===== src/rtl/fetch_stage.sv =====
// fetch_stage: instruction fetch with req/ack imem port, one-entry output slot and redirect squashing
// Ports: clock/reset (sync, active-high); imem_req/imem_addr/imem_ack/imem_data to instruction memory;
//        redirect/redirect_pc from write-back; id_ready/if_valid/if_instr/if_pc/if_pc_plus_1 toward decode.
// Optional: define FETCH_SQUASH_COUNT_EN to add squash_count (saturating count of discarded fetches).
module fetch_stage #(
    parameter int ADDR_W = 32,
    parameter int INSTR_W = 32,
    parameter logic [ADDR_W-1:0] RESET_PC = '0
) (
    input  logic               clock,
    input  logic               reset,
    output logic               imem_req,
    output logic [ADDR_W-1:0]  imem_addr,
    input  logic               imem_ack,
    input  logic [INSTR_W-1:0] imem_data,
    input  logic               redirect,
    input  logic [ADDR_W-1:0]  redirect_pc,
    input  logic               id_ready,
    output logic               if_valid,
    output logic [INSTR_W-1:0] if_instr,
    output logic [ADDR_W-1:0]  if_pc,
    output logic [ADDR_W-1:0]  if_pc_plus_1
`ifdef FETCH_SQUASH_COUNT_EN
    ,
    output logic [15:0]        squash_count
`endif
);
    typedef enum logic [1:0] {FETCH, WAIT, SQUASH} state_t;
    state_t state_q, state_d;
    logic [ADDR_W-1:0] pc_q, pc_d, pend_q, pend_d, ipc_q, ipc_d, ip1_q, ip1_d;
    logic [INSTR_W-1:0] instr_q, instr_d;
    logic valid_q, valid_d, take;
    // pc_q is untouched while a request is outstanding, so it doubles as the in-flight address in SQUASH
    assign imem_addr = pc_q;
    assign if_valid = valid_q;
    assign if_instr = instr_q;
    assign if_pc = ipc_q;
    assign if_pc_plus_1 = ip1_q;
    always_comb begin
        state_d = state_q;
        pc_d = pc_q;
        pend_d = pend_q;
        valid_d = valid_q && !id_ready;
        instr_d = instr_q;
        ipc_d = ipc_q;
        ip1_d = ip1_q;
        imem_req = !reset && (state_q != FETCH || !valid_q || id_ready);
        take = imem_req && imem_ack;
        if (redirect) begin
            valid_d = 1'b0;
            if (imem_req && !take) begin
                pend_d = redirect_pc;
                state_d = SQUASH;
            end else begin
                pc_d = redirect_pc;
                state_d = FETCH;
            end
        end else if (take) begin
            state_d = FETCH;
            if (state_q == SQUASH) begin
                pc_d = pend_q;
            end else begin
                valid_d = 1'b1;
                instr_d = imem_data;
                ipc_d = pc_q;
                ip1_d = pc_q + ADDR_W'(1);
                pc_d = ip1_d;
            end
        end else if (imem_req && state_q == FETCH) begin
            state_d = WAIT;
        end
    end
    always_ff @(posedge clock) begin
        if (reset) begin
            state_q <= FETCH;
            pc_q <= RESET_PC;
            pend_q <= RESET_PC;
            valid_q <= 1'b0;
            instr_q <= '0;
            ipc_q <= '0;
            ip1_q <= '0;
        end else begin
            state_q <= state_d;
            pc_q <= pc_d;
            pend_q <= pend_d;
            valid_q <= valid_d;
            instr_q <= instr_d;
            ipc_q <= ipc_d;
            ip1_q <= ip1_d;
        end
    end
`ifdef FETCH_SQUASH_COUNT_EN
    logic [15:0] cnt_q, cnt_d;
    logic [1:0] inc;
    logic [17:0] sum;
    // a redirect can drop a held slot and an acked fetch in the same cycle
    always_comb begin
        inc = {1'b0, redirect && valid_q && !id_ready} + {1'b0, take && (redirect || state_q == SQUASH)};
        sum = 18'(cnt_q) + 18'(inc);
        cnt_d = sum > 18'hFFFF ? 16'hFFFF : sum[15:0];
    end
    always_ff @(posedge clock) begin
        if (reset) cnt_q <= '0;
        else cnt_q <= cnt_d;
    end
    assign squash_count = cnt_q;
`endif
endmodule

===== config.mk =====
export PLATFORM = sky130hd
export DESIGN_NAME = fetch_stage
export DESIGN_NICKNAME = d
export VERILOG_FILES = /design/src/rtl/fetch_stage.sv
export SDC_FILE = /design/constraint.sdc
export NUM_CORES = 1
export LEC_CHECK = 0
export ABC_CLOCK_PERIOD_IN_PS = 2000
export CORE_MARGIN = 2
export CORE_UTILIZATION = 44
export CTS_CLUSTER_DIAMETER = 30
export DETAILED_ROUTE_END_ITERATION = 10
export PLACE_DENSITY = 0.8
export SLEW_MARGIN = 5
export SYNTH_ARGS = -nofsm -noshare
export SYNTH_HDL_FRONTEND = slang
export SYNTH_SLANG_ARGS = --single-unit
export TNS_END_PERCENT = 50

===== constraint.sdc =====
create_clock -name clock -period 2 [get_ports clock]
set_input_delay 0.2 -clock clock [delete_from_list [all_inputs] [get_ports clock]]
set_output_delay 0.2 -clock clock [all_outputs]
set_load 0.02 [all_outputs]

==> reports/results.txt <==
largest area contributor in the netlist -> dfxtp_1
crit-path cells -> nand4_1, nor4_1, nand3_1, buf_4, xor2_1, a211oi_1
switching share of power -> 0.2634
Nets -> 1231
global placement routability congestion -> 0.9704
RR Endpoint -> if_pc_plus_1[30]$_SDFFE_PP0P_
combinational share of power -> 0.167
Worst Path Buf+Inv -> 1
via count -> 7667
clock buffer depth -> 2
standard-cell row count -> 46
clock network power share -> 0.416
static leakage power -> 3.855 nW
Post-Route WL -> 23790 um
post-synthesis cell area -> 0.007176 mm2
Sink Count -> 163
CP max stage delay -> 0.52 ns
most frequent cell after synthesis -> nand2_1
Pre-Repair DR Iteration Count -> 5
H-Tree Depth -> 4
Yosys reg bits -> 163
setup violation total in the final timing report -> 3
Setup crit start -> imem_addr[20]$_SDFFE_PP0P_
Reg2Reg Depth -> 6
Worst path depth -> 6
post-synth cell types -> 59
clock-pin slew on the worst setup and hold paths -> 0.06 ns
async set-reset flop share out of synthesis -> 0
worst hold path depth -> 4
Power Density -> 774.7 mW/mm2
crit path to -> if_pc_plus_1[30]$_SDFFE_PP0P_
min Tclk post-route -> 2.063 ns
Hold Buf Count CTS -> 0
Post-DP HPWL -> 17070 um
Initial Utilization -> 0.4517
Sw Pwr -> 2.200 mW
total grt overflow -> 0
initial antenna violation count -> 0
area growth from synthesis to layout -> 50.27%
Max Clock Freq -> 484.6 MHz
die span in y -> 131.7 um
ant diodes -> 0
Tcrit/Tclk final -> 1.032
yosys warns -> 0
failing checks -> negative setup slack
largest net degree at the start of global routing -> 70
die area -> 0.01735 mm2
Critical R2R Launch -> imem_addr[20]$_SDFFE_PP0P_
drt drc -> 0
post-synth net total -> 996
delay-heaviest family, CP -> simple AND/OR/NAND/NOR gates
port buffer count -> 198
Total GRT Usage -> 0.2682
fin worst setup slack -> -0.06336 ns
CP max-delay cell -> nor4_1
Worst-Margin Slew -> 0.7464 ns
CP max FO -> 5
status -> complete, but fails checks
crit start category -> flip-flop
R2R Setup Slk -> -0.06 ns
clk root buf -> clkbuf_16
Post-DRT Antenna Nets -> 0
Req. time, crit path -> 2.34 ns
cells after synthesis -> 926
EDFF count, synth -> 0
Max Cap Viol -> 0
slew margin rel. -> 0.5024
DIE WIDTH -> 131.7 um
ys flop type -> dfxtp_1
Arr. time, crit path -> 2.41 ns
CTS tree -> built
Final Hold Fails -> 0
Seq pwr share -> 0.417
Internal Power -> 6.154 mW
Clock Skews -> 0.006905 ns
initial drt markers -> 696
Boundary Pins -> 199
Core Box Area -> 0.01589 mm2
layout cells sized above 1 -> 0.1448
Worst IR Drop VDD -> 0.6283 mV
area share of the largest cell type after synthesis -> 0.4548
Seq/Total Area, Yosys -> 0.4548
Crit Path Category -> flip-flop to flip-flop
Mapped Avg Cell Area -> 7.749 um2
per-cell routed wire length -> 17.12 um
global-route wire length before repair -> 37620 um
vias in the first global route -> 7147
pre-CTS setup slack -> -0.4143 ns
Worst setup EP type -> flip-flop
max-slew violation count -> 0
TNS Setup -> -0.1095 ns
synth cell count leaders -> 230 x nand2_1, 163 x dfxtp_1, 122 x a21oi_1
synth top area cells -> dfxtp_1 45%, nand2_1 12%, a21oi_1 8.5%, a211oi_1 4.2%, nor2_1 3.9%
HP Class -> input port to flip-flop
clk_lat worst skew -> 0.43 ns
CTS Buf Count -> 17
post-DR vias/cell -> 5.516
[stage by stage]
| stage | hold WS (ns) | instance area, um2 | util | power (mW) | cells |
|---|---|---|---|---|---|
| 2_1_floorplan | 0.2787 | 7264 | - | 4.213 | 926 |
| 3_3_place_gp | 0.4368 | 10010 | 0.6303 | 4.889 | 1353 |
| 3_5_place_dp | 0.4455 | 10010 | 0.6303 | 4.912 | 1353 |
| 4_1_cts | 0.2642 | 10670 | 0.6716 | 8.366 | 1385 |
| 5_1_grt | 0.3158 | 10780 | 0.6788 | 8.638 | 1390 |
| 6_report | 0.2771 | 10780 | 0.6788 | 8.354 | 1390 |
[power groups by stage]
stage / logic (mW) / clock network [mW] / registers, mW
final: 1.39 / 3.48 / 3.48
after floorplan: 0.524 / 0 / 3.69
after detailed placement: 1.36 / 0 / 3.55
after CTS: 1.38 / 3.51 / 3.48
after global routing: 1.49 / 3.65 / 3.50
after global placement: 1.34 / 0 / 3.54
[cells by family (layout without fill, tap and decap cells)]
| family | after synthesis | after routing | synth area share |
|---|---|---|---|
| simple gates | 405 | 405 | 0.2514 |
| compound gates | 242 | 242 | 0.2061 |
| flops | 163 | 163 | 0.4548 |
| buf+inv | 83 | 331 | 0.04655 |
| xor+xnor | 30 | 30 | 0.03662 |
| mux | 2 | 2 | 0.002790 |
| fa+ha+maj | 1 | 1 | 0.001743 |
[tightest hold or removal path: stages]
cell and delay [ns]:
buf_4 0.13, clkinv_1 0.15, o211ai_1 0.12, o21ai_1 0.07
[what timing repair did]
action,CTS,global route
pin swaps,0,3
buffers inserted,0,5
gates resized for setup,8,16
endpoints found under the setup margin,56,44
[area by class of cell]
class,count,area (um2)
clock inverters,12,177.7
flip-flops and latches,163,3296
fillers,1306,5102
inverters,4,15.01
clock buffers,20,446.7
well taps,216,270.3
multi-input cells,680,3692
repair buffers,295,2885
[flip-flops by register name (all words and copies together), names as in the netlist]
signal        count
if_instr         32
if_pc            32
if_pc_plus_1     32
if_valid          1
imem_addr        32
pend_q           32
state_q           2
[how the worst min path moves through the flow]
stage               slack (ns)                     from                    endpoint
floorplan                 0.28                 imem_ack     state_q[0]$_SDFFE_PP0P_
global placement          0.44  pend_q[13]$_SDFFE_PP0P_     pend_q[13]$_SDFFE_PP0P_
detailed placement        0.45  pend_q[16]$_SDFFE_PP0P_     pend_q[16]$_SDFFE_PP0P_
CTS                       0.26                    reset  imem_addr[14]$_SDFFE_PP0P_
global route              0.32            imem_data[16]   if_instr[16]$_SDFFE_PP0P_
finish                    0.28                    reset  imem_addr[14]$_SDFFE_PP0P_
[layout by cell type (no fill, tap or decap), types with 11 or more instances in the layout]
| cell type | n |
|---|---|
| xor2_1 | 16 |
| nor3_1 | 17 |
| xnor2_1 | 13 |
| and3_1 | 11 |
| nor2_1 | 71 |
| buf_4 | 83 |
| buf_12 | 14 |
| clkbuf_16 | 17 |
| nand2_1 | 228 |
| o21ai_0 | 23 |
| dfxtp_1 | 151 |
| a211oi_1 | 40 |
| a21oi_1 | 121 |
| clkdlybuf4s50_1 | 196 |
| nand3_1 | 18 |
[per-layer routing]
metal  track usage  vias up  part of all wire
li1              -     3696                 -
met1        0.3562     3547              0.43
met2        0.4261      374              0.46
met3       0.05980       50             0.087
met4        0.1045        0             0.024
met5             0        -                 0
Power figures use the tool's default switching activity.
